$ cat src/rtl/spi_pkg.sv
// -----------------------------------------------------------------------------
// spi_pkg
// Shared definitions for the SPI transaction arbiter:
//   - state_t          : arbiter FSM state encoding
//   - CFG_*            : bit positions inside the per-requester config byte
//                        {mode, len, cpol, cpha, div[2:0], rsvd}
//   - WDOG_LIMIT/W     : XFER watchdog limit in clk cycles and counter width
//   - force_leader()   : returns a config byte with the mode bit set (leader)
// -----------------------------------------------------------------------------
package spi_pkg;

    typedef enum logic [2:0] {
        ST_IDLE  = 3'd0,
        ST_SETUP = 3'd1,
        ST_START = 3'd2,
        ST_XFER  = 3'd3,
        ST_HOLD  = 3'd4,
        ST_DONE  = 3'd5
    } state_t;

    localparam int CFG_MODE_BIT = 7;
    localparam int CFG_LEN_BIT  = 6;
    localparam int CFG_CPOL_BIT = 5;
    localparam int CFG_CPHA_BIT = 4;
    localparam int CFG_DIV_MSB  = 3;
    localparam int CFG_DIV_LSB  = 1;
    localparam int CFG_RSVD_BIT = 0;

    localparam int WDOG_LIMIT = 4096;
    localparam int WDOG_W     = $clog2(WDOG_LIMIT);

    // The arbiter always acts as SPI leader, whatever the requester asked for.
    function automatic logic [7:0] force_leader(input logic [7:0] cfg);
        logic [7:0] res;
        res               = cfg;
        res[CFG_MODE_BIT] = 1'b1;
        return res;
    endfunction

endpackage

$ cat src/rtl/rr_arbiter.sv
// -----------------------------------------------------------------------------
// rr_arbiter
// Combinational round-robin picker. The search starts at ptr+1 and wraps
// from NREQ-1 back to 0, so the previous winner has the lowest priority.
// Ports:
//   req [NREQ-1:0]  in   request vector
//   ptr [IW-1:0]    in   index of the last winner
//   gnt [NREQ-1:0]  out  one-hot pick (all zero when req is zero)
// -----------------------------------------------------------------------------
module rr_arbiter #(
    parameter int NREQ = 4,
    parameter int IW   = (NREQ > 1) ? $clog2(NREQ) : 1
) (
    input  logic [NREQ-1:0] req,
    input  logic [IW-1:0]   ptr,
    output logic [NREQ-1:0] gnt
);

    logic [NREQ-1:0] hi_mask;
    logic [NREQ-1:0] hi_req;

    // Requests strictly above the pointer win first; otherwise wrap around
    // and take the lowest request overall. x & -x isolates the lowest set bit.
    always_comb begin
        // NOTE: every combinational output gets a default before any branch,
        // otherwise paths that skip an assignment infer a latch.
        hi_mask = '0;
        for (int i = 0; i < NREQ; i++) begin
            hi_mask[i] = (IW'(i) > ptr);
        end
        hi_req = req & hi_mask;
        if (hi_req != '0) begin
            gnt = hi_req & (~hi_req + 1'b1);
        end else begin
            gnt = req & (~req + 1'b1);
        end
    end

endmodule

$ cat src/rtl/spi_txn_arbiter.sv
// -----------------------------------------------------------------------------
// spi_txn_arbiter
// Shares one SPI leader core between NREQ requesters. A winner is picked
// round-robin, its chip select is framed by GAP idle cycles on each side of
// the core transfer, and done is pulsed back to it with the received word.
// Ports:
//   clk, rst                 clock, asynchronous active-high reset
//   req       [NREQ]         level requests, held until done
//   req_cfg   [NREQ*8]       per-requester config byte
//   req_txd   [NREQ*16]      per-requester transmit word
//   gnt       [NREQ]         one-hot grant, SETUP through DONE
//   done      [NREQ]         one-cycle completion pulse to the winner
//   rxd       [16]           received word, updated in XFER, held afterwards
//   core_cfg/core_txd        latched config (mode forced) / transmit word
//   core_start               one-cycle start pulse to the core
//   core_done/core_rxd       completion pulse and receive word from the core
//   cs_n      [NREQ]         active-low chip selects
// -----------------------------------------------------------------------------
module spi_txn_arbiter
    import spi_pkg::*;
#(
    parameter int NREQ = 4,
    parameter int GAP  = 2
) (
    input  logic                 clk,
    input  logic                 rst,
    input  logic [NREQ-1:0]      req,
    input  logic [NREQ*8-1:0]    req_cfg,
    input  logic [NREQ*16-1:0]   req_txd,
    output logic [NREQ-1:0]      gnt,
    output logic [NREQ-1:0]      done,
    output logic [15:0]          rxd,
    output logic [7:0]           core_cfg,
    output logic [15:0]          core_txd,
    output logic                 core_start,
    input  logic                 core_done,
    input  logic [15:0]          core_rxd,
    output logic [NREQ-1:0]      cs_n
);

    localparam int          IW       = (NREQ > 1) ? $clog2(NREQ) : 1;
    localparam logic [3:0]  GAP_LAST = 4'(GAP - 1);
    localparam logic [WDOG_W-1:0] WD_LAST = WDOG_W'(WDOG_LIMIT - 1);

    state_t            state;
    logic [IW-1:0]     winner;
    logic [IW-1:0]     rr_ptr;
    logic [IW-1:0]     pick_idx;
    logic [NREQ-1:0]   pick;
    logic [NREQ-1:0]   win_oh;
    logic [3:0]        gap_cnt;
    logic [WDOG_W-1:0] wd_cnt;
    logic              cs_active;

    rr_arbiter #(.NREQ(NREQ), .IW(IW)) u_rr (
        .req (req),
        .ptr (rr_ptr),
        .gnt (pick)
    );

    always_comb begin
        pick_idx = '0;
        for (int i = 0; i < NREQ; i++) begin
            if (pick[i]) pick_idx = IW'(i);
        end
    end

    // Outputs decode straight from the state register so that an
    // asynchronous reset releases cs_n and core_start in the same instant.
    assign win_oh     = NREQ'(1) << winner;
    assign cs_active  = (state == ST_SETUP) || (state == ST_START) ||
                        (state == ST_XFER)  || (state == ST_HOLD);
    assign gnt        = (state != ST_IDLE) ? win_oh : '0;
    assign done       = (state == ST_DONE) ? win_oh : '0;
    assign cs_n       = cs_active ? ~win_oh : '1;
    assign core_start = (state == ST_START);

    // NOTE: sequential state uses non-blocking assignments so every register
    // samples pre-edge values, independent of statement order.
    always_ff @(posedge clk or posedge rst) begin
        if (rst) begin
            state    <= ST_IDLE;
            winner   <= '0;
            rr_ptr   <= IW'(NREQ - 1);
            gap_cnt  <= '0;
            wd_cnt   <= '0;
            core_cfg <= '0;
            core_txd <= '0;
            rxd      <= '0;
        end else begin
            case (state)
                ST_IDLE: begin
                    if (req != '0) begin
                        winner   <= pick_idx;
                        core_cfg <= force_leader(req_cfg[pick_idx*8 +: 8]);
                        core_txd <= req_txd[pick_idx*16 +: 16];
                        gap_cnt  <= '0;
                        state    <= ST_SETUP;
                    end
                end
                ST_SETUP: begin
                    if (gap_cnt == GAP_LAST) begin
                        gap_cnt <= '0;
                        state   <= ST_START;
                    end else begin
                        gap_cnt <= gap_cnt + 1'b1;
                    end
                end
                ST_START: begin
                    wd_cnt <= '0;
                    state  <= ST_XFER;
                end
                ST_XFER: begin
                    // A silent core is abandoned after WDOG_LIMIT cycles and
                    // reported to the requester as an all-ones word.
                    if (core_done) begin
                        rxd   <= core_rxd;
                        state <= ST_HOLD;
                    end else if (wd_cnt == WD_LAST) begin
                        rxd   <= 16'hFFFF;
                        state <= ST_HOLD;
                    end else begin
                        wd_cnt <= wd_cnt + 1'b1;
                    end
                end
                ST_HOLD: begin
                    if (gap_cnt == GAP_LAST) begin
                        gap_cnt <= '0;
                        state   <= ST_DONE;
                    end else begin
                        gap_cnt <= gap_cnt + 1'b1;
                    end
                end
                ST_DONE: begin
                    rr_ptr <= winner;
                    state  <= ST_IDLE;
                end
                default: state <= ST_IDLE;
            endcase
        end
    end

endmodule

$ cat config.mk
export PLATFORM = sky130hd
export DESIGN_NAME = spi_txn_arbiter
export DESIGN_NICKNAME = d
export VERILOG_FILES = /design/src/rtl/spi_pkg.sv /design/src/rtl/rr_arbiter.sv /design/src/rtl/spi_txn_arbiter.sv
export SDC_FILE = /design/constraint.sdc
export NUM_CORES = 1
export LEC_CHECK = 0
export CAP_MARGIN = 20
export CORE_UTILIZATION = 41
export DETAILED_ROUTE_END_ITERATION = 10
export PLACE_DENSITY = 0.82
export SETUP_SLACK_MARGIN = 0.15
export SLEW_MARGIN = 40
export SYNTH_ARGS = -nofsm -noshare
export SYNTH_HDL_FRONTEND = slang
export SYNTH_SLANG_ARGS = --single-unit
$ cat constraint.sdc
create_clock -name clk -period 3 [get_ports clk]
set_clock_uncertainty 0.2 [all_clocks]
set_input_delay 0.9 -clock clk [delete_from_list [all_inputs] [get_ports clk]]
set_output_delay 0.9 -clock clk [all_outputs]
set_load 0.03 [all_outputs]
Yosys cells after proc, flatten, opt, wreduce, memory -nomap -nowiden
Cells that the tools add are included.

word-level totals
  bits in registers = 63
  input port bits = 119
  output and inout port bits = 53
  word-level logic and storage cells = 75

operators by class
  add/subtract/negate cells = 4
  order comparisons = 4
  eq/ne operators = 13
  shift operators = 3
  multiplexer cells = 21
  bitwise logic cells = 6
  reduce and logical (&&, ||, !) cells = 16

operators by type and width
  cell                     number
  $shiftx A64 B7 Y16       1
  $mux W16                 2
  $shiftx A32 B6 Y7        1
  $mux W12                 2
  $mux W4                  6
  $pmux W12 S2             1
  $mux W3                  5
  $pmux W3 S5              1
  $add A12 B1 Y12 const B  1
  $add A4 B1 Y4 const B    3
  $and A4 B4 Y4            3
  $eq A12 B12 Y1 const B   1
  $not A4 Y4               3
  $pmux W4 S2              1
  $reduce_bool A4 Y1       2
  $eq A3 B2 Y1 const B     2
  $eq A3 B3 Y1 const B     2
  $ne A2 B2 Y1 const B     3
  $reduce_and A2 Y1        3
  $reduce_bool A2 Y1       3
  $eq A4 B1 Y1 const B     1
  $gt A1 B2 Y1 const A     2
  $gt A2 B2 Y1 const A     2
  $mux W2                  2
  11 further kinds         14

Longest topological paths before layout
Gate-level depths: netlist (run 1).

  depth in word-level cells = 10
  depth in mapped cells = 8
  depth with buffers taken out = 7

Hierarchy
A second synthesis (run 1) with hierarchy kept.

unflattened totals
  cell total of the unflattened synthesis = 396
  area total of the unflattened synthesis = 3,699.8 um2

by module, submodules not included
  module           times used  cells each  area an instance (um2)  seq. area each (um2)
  spi_txn_arbiter  1           377         3,590.9                 1,579.0
  rr_arbiter       1           19          108.9                   0.0

Least setup slack after synthesis (run 1)
Ideal clock, no wire load.

  path type = reg-to-output
  start point = reg state[1]
  end point = out done[0]
  arrival time = 1,466 ps
  required time = 1,900 ps
  setup slack = 434 ps
  cell stages (with the launch flop) = 4
  path buffers = 1
  cell sequence = dfrtp_1 -> buf_2 -> nand3b_1 -> nor3_1

between the ends
  cells in the longest elaborated chain, start to end = 2

ends and longest elaborated chain
  element                 line                    text
  from (decl)             spi_txn_arbiter.sv:45   state_t state;
  from (signal assigned)  spi_txn_arbiter.sv:82   state <= ST_IDLE;
  from (signal assigned)  spi_txn_arbiter.sv:98   state <= ST_SETUP;
  from (signal assigned)  spi_txn_arbiter.sv:104  state <= ST_START;
  $eq A3 B3 Y1            spi_txn_arbiter.sv:74   assign done = (state == ST_DONE) ? win_oh : '0;
  $mux W4                 spi_txn_arbiter.sv:74
  to (decl)               spi_txn_arbiter.sv:31   output logic [NREQ-1:0] done,

Every way passes these cells.

Worst setup path in the final report (run 1)
  start point = reg state[0]
  end point = out cs_n[1]

between the ends
  cells in the longest elaborated chain, start to end = 5
  elaborated cells on any way between the ends = 8
  classes of those cells = eq/ne (4); mux (1); reduce/logical (3)

ends and longest elaborated chain
  element                                       line                   text
  $eq A3 B1 Y1 or $eq A3 B2 Y1 (tied branches)  spi_txn_arbiter.sv:71  assign cs_active = (state == ST_SETUP) || (state == ST_START) ||
  $logic_or A1 B1 Y1 (2 in a row)               spi_txn_arbiter.sv:71
  $logic_or A1 B1 Y1 *                          spi_txn_arbiter.sv:72  (state == ST_XFER) || (state == ST_HOLD);
  $mux W4 *                                     spi_txn_arbiter.sv:75  assign cs_n = cs_active ? ~win_oh : '1;
  to (decl)                                     spi_txn_arbiter.sv:38  output logic [NREQ-1:0] cs_n

Every way passes the cells marked *; elsewhere a longest branch is shown, timed or not.

==> impl_metrics.ini, run 1 <==
[floorplan]
ios = 172
dieArea_mm2 = 0.00880
row_count = 33
core_area_mm2 = 0.00818
chipWidth_um = 93.8
die_height_um = 93.8
initial_core_util_pct = 42.3

[critical_path]
path_class = reg2out
cp.required_ps = 1900
cp_max_fo = 4
critical_path.startpoint_type = register
worst_ep_arrival_time_ps = 1660
endpoint_kind = output pin
reg2reg_depth = 6

[sta]
setup_viol = 0
period_needed_ps = 2760
finalHoldViolCount = 0
rsz0062_at_grt = no
final-max-slew-violation-count = 0
max_slew.worst_pin.slew_ps = 461
fmax_mhz = 362
setup_slack_ps = 241
whs_ps = 276
min_period_over_period_pct = 92.0
max-slew-margin-rel_pct = 69.3

[detailed_routing]
drtAntennaViolNets = 0
avgRoutedWirePerCell_um = 17.6
num_vias = 3559
wl_um = 11100
drc = 1
first_pass_iters = 7
drt_iter0_drc = 183
viasPerCell = 5.64

[power]
ir_drop_mv = 0.570
leakage_nw = 2.26
power.density_mw_per_mm2 = 947
p_total_mw = 5.23

[logic_synthesis]
ys_warn_count = 0
synth_cell_types = 57
synth_area_leader_cell = dfrtp_1
async_flop_share_pct = 100
synth_area_per_cell_um2 = 10.0
synth_seq_cells = 63
yosys.area.top_type_share_pct = 44.2
synth.most_common_cell = dfrtp_1
synthCells = 344
syn-num-nets = 466
synthFlopType = dfrtp_1
synth-edff-count = 0
synthTopCellsByCount = dfrtp_1, o221ai_1, nand2_1
seq_area_frac_synth_pct = 45.7
synth_area_mm2 = 0.00346
yosys-top-cells-area = dfrtp_1, o221ai_1, o22a_1

[clock_network]
cts-buffers-inserted = 9
ctsLongestPathBuffers = 2
clk_pin_slew_worst_paths_ps = 80
cts_tree = yes
htreeDepth = 3
root_buffer = clkbuf_8
clk_latency_ps = 350
cts.sinks = 63
hold_buffers = 0

[global_routing]
grt_pass1_vias = 3619
grt_pass1_wl_um = 17500
grt_usage_pct = 26.0
antenna_found_initial = 0
grt_max_degree = 24
grt.overflow.total = 0

[status]
status = finished, violations left
violations = design-rule violations

[final_layout]
area_delta_synth_final_pct = 59.8
drive_above_1_share_pct = 12.5
n_antenna_cell = 0
nNetsFinal = 643

[placed_design]
numPortBuffers = 167
post-place-ws_ps = -96.8
place_congestion = 0.834
hpwlAfterDp_um = 8590

[job]
maxCapViolCount = 0

[min_path]
min_path_cells = 1
hold_class = reg2reg
logic make-up after synthesis:
logic type	synth area share (%)
mux	0.652
buf+inv	4.16
flops	45.7
simple gates	20.8
fa+ha+maj	1.09
compound gates	24.8
xor+xnor	2.79
final timing paths:
check	startpoint	to	slack [ps]
min reg2reg	core_cfg[7]$_DFFE_PP0P_	core_cfg[7]$_DFFE_PP0P_	280
min in group asynchronous	rst	state[0]$_DFFE_PP0P_	700
max	state[0]$_DFFE_PP0P_	cs_n[1]	240
max in group asynchronous	rst	core_cfg[6]$_DFFE_PP0P_	1400
max reg2reg	rr_ptr[0]$_DFFE_PP1P_	core_txd[5]$_DFFE_PP0P_	1000
min	core_cfg[7]$_DFFE_PP0P_	core_cfg[7]$_DFFE_PP0P_	280
worst max-delay path: stages, from the launching register on:
cell and delay (ps):
dfrtp_1 450, nor2_2 170, xnor2_1 200, nand3b_1 120
clkdlybuf4s15_1 370
flip-flops by register name (all words and copies together) (netlist names):
name and cells:
core_cfg 8, winner 2, wd_cnt 12, rxd 16
state 3, rr_ptr 2, gap_cnt 4, core_txd 16
final cells by class:
| cell class | count | area, um2 |
|---|---|---|
| clock buffers | 12 | 145 |
| clock inverters | 4 | 23.8 |
| fillers | 648 | 2650 |
| inverters | 5 | 18.8 |
| multi-input cells | 250 | 1740 |
| flip-flops and latches | 63 | 1580 |
| well taps | 105 | 131 |
| repair buffers | 192 | 1890 |
cells in the final DEF (no fill, tap or decap), types with 6 or more instances in the layout:
cell,instances
clkdlybuf4s50_1,154
dfrtp_1,60
o221ai_1,41
nand2_1,37
nand3_1,27
buf_4,24
nor2_1,19
o22a_1,16
nor3_1,10
clkbuf_8,10
o21ai_0,9
nand2b_1,8
dlygate4sd2_1,8
xor2_1,6
metal layers:
| metal | global-route usage (%) | share of wire, % |
|---|---|---|
| met1 | 30.3 | 39 |
| met2 | 46.4 | 53 |
| met3 | 5.58 | 5.6 |
| met4 | 10.1 | 1.8 |
| met5 | 0 | 0 |
where the power goes:
part	leakage (nW)	switching, mW	internal [mW]	total, mW
combinational	1.40	1.78	1.32	3.10
clock	0.0901	0.335	0.320	0.655
sequential	0.768	0.268	1.20	1.47
metrics by stage:
| stage | setup TNS, ps | instances | utilization [%] | instance area [um2] |
|---|---|---|---|---|
| 2_1_floorplan | 0 | 344 | - | 3460 |
| 3_3_place_gp | -121 | 614 | 65.5 | 5360 |
| 3_5_place_dp | -614 | 614 | 65.5 | 5360 |
| 4_1_cts | 0 | 630 | 67.4 | 5510 |
| 5_1_grt | 0 | 631 | 67.5 | 5520 |
| 6_report | 0 | 631 | 67.5 | 5520 |
repair_timing:
action / 4_1_cts / 5_1_grt
resized for setup: 11 / 4
setup buffers: 0 / 0
pin swaps: 0 / 0
setup endpoints to repair: 10 / 3
No activity file was read; power rests on OpenSTA's default activity.
==> run 2: changes to the inputs <==
--- a/config.mk
+++ b/config.mk
@@ -8,6 +8,7 @@
 export CAP_MARGIN = 20
 export CORE_UTILIZATION = 41
 export DETAILED_ROUTE_END_ITERATION = 10
+export GPL_TIMING_DRIVEN = 0
 export PLACE_DENSITY = 0.82
 export SETUP_SLACK_MARGIN = 0.15
 export SLEW_MARGIN = 40
==> impl_metrics.ini, run 2 (same netlist as run 1, synthesis figures left out) <==
[status]
status = finished, violations left
violations = design-rule violations

[global_routing]
grt_pass1_wl_um = 17800
grt.overflow.total = 0
grt_max_degree = 38
use_met2_pct = 45.3
grt.busiest_layer = met2
grt_use_met1_pct = 31.5
antenna_found_initial = 0
grt_pass1_vias = 3603
grt_usage_pct = 26.8
met3_usage_pct = 7.52

[placed_design]
numPortBuffers = 165
dp_cells = 615
post-place-ws_ps = -237
placed_cell_area_mm2 = 0.00526
hpwlAfterDp_um = 8400
place_congestion = 0.841

[final_layout]
final_cell_mix = clkdlybuf4s50_1, dfrtp_1, o221ai_1
final_common_cell = clkdlybuf4s50_1
n_antenna_cell = 0
nNetsFinal = 645
ff_latch_area_mm2 = 0.00158
stdcell_count = 633
drive_above_1_share_pct = 14.4
top_regs = core_txd: 16 flops, rxd: 16 flops, wd_cnt: 12 flops
multi_input_comb_area_mm2 = 0.00175
fin_util_pct = 66.7
fill_cells = 650
final_area_mm2 = 0.00545
area_delta_synth_final_pct = 57.7

[clock_network]
cts.sinks = 63
htreeDepth = 3
clk_latency_ps = 370
root_buffer = clkbuf_8
clk_pin_slew_worst_paths_ps = 70
ctsLongestPathBuffers = 2
cts_tree = yes
cts-buffers-inserted = 9

[sta]
finalHoldViolCount = 0
final-max-slew-violation-count = 0
setup_slack_ps = 176
whs_ps = 270
rsz0062_at_grt = yes
max_slew.worst_pin.slew_ps = 543
period_needed_ps = 2820
setup_viol = 0
max-slew-margin-rel_pct = 63.7
fmax_mhz = 354
min_period_over_period_pct = 94.1

[critical_path]
cp.required_ps = 1900
path_cells = buf_4 > nand2b_2 > nor2_1 > buf_4 > clkbuf_4
crit_slowest_cell = dfrtp_1
crit_family = buffers and inverters
critPathMostFrequentCell = buf_4
critical_path.startpoint_type = register
path_class = reg2out
r2r_setup_slack_ps = 770
cp_max_fo = 10
cpPeakStageDelay_ps = 400
critPathBufInv = 3
endpoint_kind = output pin
worst_ep_arrival_time_ps = 1720

[power]
power.density_mw_per_mm2 = 963
ir_drop_mv = 0.491
leakage_nw = 2.22

[floorplan]
row_count = 33
ios = 172
chipWidth_um = 93.8
dieArea_mm2 = 0.00880
core_area_mm2 = 0.00818
initial_core_util_pct = 42.3
die_height_um = 93.8

[detailed_routing]
drtAntennaViolNets = 0
drt_iter0_drc = 178
viasPerCell = 5.69
wl_um = 11100
first_pass_iters = 7
avgRoutedWirePerCell_um = 17.5
drc = 1
num_vias = 3602

[min_path]
hold_class = reg2reg

[job]
maxCapViolCount = 0
## run 2: cell count changes in the layout (fill, tap and decap cells not counted), sizes merged, moves of 2 or more
cell	delta
dlygate4sd2	-7
buf	-7
clkbuf	+17
clkdlybuf4s50	-2
clkinvlp	+3
clkinv	-2
## run 2: area by class of cell
cell class	instances	share of cell area, %
inverter	5	0.390
timing repair buffer	168	29.9
buffer	26	2.80
clock buffer	10	2.53
tap	105	2.41
sequential	63	29.0
multi-input combinational	250	32.2
clock inverter	6	0.826
## run 2: what timing repair did
item / CTS / global route
gates resized for setup: 48 / 30
cloned: 0 / 0
setup endpoints to repair: 14 / 23
setup buffers: 1 / 1
hold buffers: 0 / 0
pin swaps: 0 / 1
## run 2: where the power goes
group / internal [mW] / leakage (nW) / total (mW) / switching, mW
Sequential: 1.20 / 0.770 / 1.40 / 0.201
Combinational: 1.29 / 1.36 / 3.16 / 1.87
Clock: 0.324 / 0.0849 / 0.684 / 0.360
Total: 2.82 / 2.22 / 5.25 / 2.43
## run 2: worst paths after layout
check | start | to | cells past startpoint
worst max-delay path | state[2]$_DFFE_PP0P_ | core_start | 5
worst min-delay path | core_cfg[7]$_DFFE_PP0P_ | core_cfg[7]$_DFFE_PP0P_ | 1
worst max register to register | rr_ptr[1]$_DFFE_PP1P_ | core_txd[6]$_DFFE_PP0P_ | 7
worst min register to register | core_cfg[7]$_DFFE_PP0P_ | core_cfg[7]$_DFFE_PP0P_ | 1
max in group asynchronous | rst | rr_ptr[0]$_DFFE_PP1P_ | 3
min in group asynchronous | rst | wd_cnt[7]$_DFFE_PP0P_ | 2
## run 2: metrics by stage
| stage | setup TNS (ps) | power [mW] |
|---|---|---|
| 3_5_place_dp | -3320 | 4.55 |
| 4_1_cts | 0 | 5.25 |
| 3_3_place_gp | -48270 | 4.47 |
| 2_1_floorplan | 0 | 3.34 |
| 5_1_grt | 0 | 5.57 |
| 6_report | 0 | 5.25 |
## run 2: routing by layer
metal	vias to the layer above	part of all wire [%]
met5	-	0
li1	1681	-
met3	20	5.7
met1	1787	39
met2	114	53
met4	0	2.2
## run 2: worst register-to-register path: cells and delay by family, from the launching register on
kind	cells	cell delay, ps
AO/OA/AOI/OAI	3	630
flip-flops	1	520
buffers and inverters	2	470
AND/OR/NAND/NOR	2	360
==> run 3: changes to the inputs <==
--- a/config.mk
+++ b/config.mk
@@ -10,6 +10,7 @@
 export DETAILED_ROUTE_END_ITERATION = 10
 export GPL_TIMING_DRIVEN = 0
 export PLACE_DENSITY = 0.82
+export REMOVE_ABC_BUFFERS = 1
 export SETUP_SLACK_MARGIN = 0.15
 export SLEW_MARGIN = 40
 export SYNTH_ARGS = -nofsm -noshare
==> impl_metrics.ini, run 3 (same netlist as run 1, synthesis figures left out) <==
[status]
status = complete, no violations

[clock_network]
root_buffer = clkbuf_8
ctsLongestPathBuffers = 2
cts-buffers-inserted = 9
clk_pin_slew_worst_paths_ps = 80
cts.sinks = 63
cts_tree = yes
htreeDepth = 3
clk_latency_ps = 350
hold_buffers = 0

[sta]
period_needed_ps = 2790
final-max-slew-violation-count = 0
whs_ps = 278
setup_viol = 0
min_period_over_period_pct = 93.0
max-slew-margin-rel_pct = 54.9
setup_slack_ps = 209
max_slew.worst_pin.slew_ps = 674
rsz0062_at_grt = yes
finalHoldViolCount = 0
fmax_mhz = 358

[placed_design]
placed_cell_area_mm2 = 0.00519
dp_cells = 593
hpwlAfterDp_um = 7720
numPortBuffers = 167
post-place-ws_ps = -754
place_congestion = 0.859

[detailed_routing]
first_pass_iters = 5
drtAntennaViolNets = 0
wl_um = 11600
num_vias = 3619
drt_iter0_drc = 175
viasPerCell = 5.78
avgRoutedWirePerCell_um = 18.5
drc = 0

[global_routing]
grt.overflow.total = 0
antenna_found_initial = 0
grt_usage_pct = 26.7
grt_pass1_vias = 3767
grt_pass1_wl_um = 17900
grt_max_degree = 36

[power]
ir_drop_mv = 0.553
power.density_mw_per_mm2 = 1000
leakage_nw = 2.29

[critical_path]
r2r_setup_slack_ps = 950
critical_path.startpoint_type = register
cp_max_fo = 11
cp.required_ps = 1900
worst_ep_arrival_time_ps = 1690
endpoint_kind = output pin
path_class = reg2out

[floorplan]
chipWidth_um = 93.8
core_area_mm2 = 0.00818
ios = 172
initial_core_util_pct = 42.3
die_height_um = 93.8
row_count = 33
dieArea_mm2 = 0.00880

[final_layout]
final_common_cell = clkdlybuf4s50_1
n_antenna_cell = 0
nNetsFinal = 638
final_cell_mix = clkdlybuf4s50_1, dfrtp_1, o221ai_1
fill_cells = 607
top_regs = core_txd: 16 flops, rxd: 16 flops, wd_cnt: 12 flops
area_delta_synth_final_pct = 64.1
stdcell_count = 626
drive_above_1_share_pct = 13.8
final_area_mm2 = 0.00567

[job]
maxCapViolCount = 0

[min_path]
hold_class = reg2reg
run 3: changes by cell type in the layout (fill, tap and decap cells not counted), moves of 3 or more:
cell / previous run / this run
buf_4: 5 / 12
clkbuf_4: 5 / 0
clkinvlp_4: 3 / 0
buf_12: 1 / 4
clkbuf_1: 6 / 0
bufinv_16: 0 / 3
dfrtp_1: 61 / 58
buf_2: 14 / 0
clkbuf_2: 8 / 3
dlygate4sd2_1: 1 / 7
run 3: worst paths after layout:
kind	from	end	depth (start not counted)
worst max-delay path	state[2]$_DFFE_PP0P_	core_start	3
worst min-delay path	core_cfg[4]$_DFFE_PP0P_	core_cfg[4]$_DFFE_PP0P_	2
worst max register to register	rr_ptr[0]$_DFFE_PP1P_	core_txd[13]$_DFFE_PP0P_	6
worst min register to register	core_cfg[4]$_DFFE_PP0P_	core_cfg[4]$_DFFE_PP0P_	2
max in group asynchronous	rst	rr_ptr[1]$_DFFE_PP1P_	3
min in group asynchronous	rst	core_cfg[4]$_DFFE_PP0P_	2
run 3: power by group:
| group | total [mW] | switching, mW | internal [mW] | leakage, nW |
|---|---|---|---|---|
| combinational | 3.24 | 1.86 | 1.38 | 1.40 |
| sequential | 1.51 | 0.299 | 1.21 | 0.766 |
| clock | 0.932 | 0.352 | 0.580 | 0.127 |
run 3: layer usage:
metal	GRT usage, %	part of all wire, %	vias up
li1	-	-	1674
met1	28.2	36	1752
met2	47.2	53	157
met3	7.85	7.2	36
met4	15.4	4.7	0
met5	0	0	-
run 3: repair_timing:
action / in CTS / in global routing
gates resized for setup: 27 / 15
cloned: 1 / 2
pin swaps: 3 / 3
endpoints found under the setup margin: 35 / 30
buffers inserted: 8 / 6
run 3: worst max-delay path, stage by stage, from the launching register on:
cell	delay, ps
dfrtp_2	500
nand2b_1	310
nor2_4	290
clkbuf_2	260
run 3: layout make-up:
class / instances / area, um2 / area share (%)
timing repair buffer: 184 / 1840 / 32.4
tap: 105 / 131 / 2.32
clock inverter: 6 / 116 / 2.05
inverter: 5 / 21.3 / 0.375
sequential: 63 / 1590 / 28.0
clock buffer: 10 / 138 / 2.43
multi-input combinational: 253 / 1840 / 32.5
run 3: stage by stage:
stage | utilization (%) | power, mW | setup TNS [ps]
floorplan | - | 3.23 | 0
global placement | 62.8 | 4.35 | -75990
detailed placement | 63.4 | 4.47 | -12600
CTS | 68.0 | 5.54 | 0
global route | 69.4 | 5.97 | 0
finish | 69.4 | 5.68 | 0
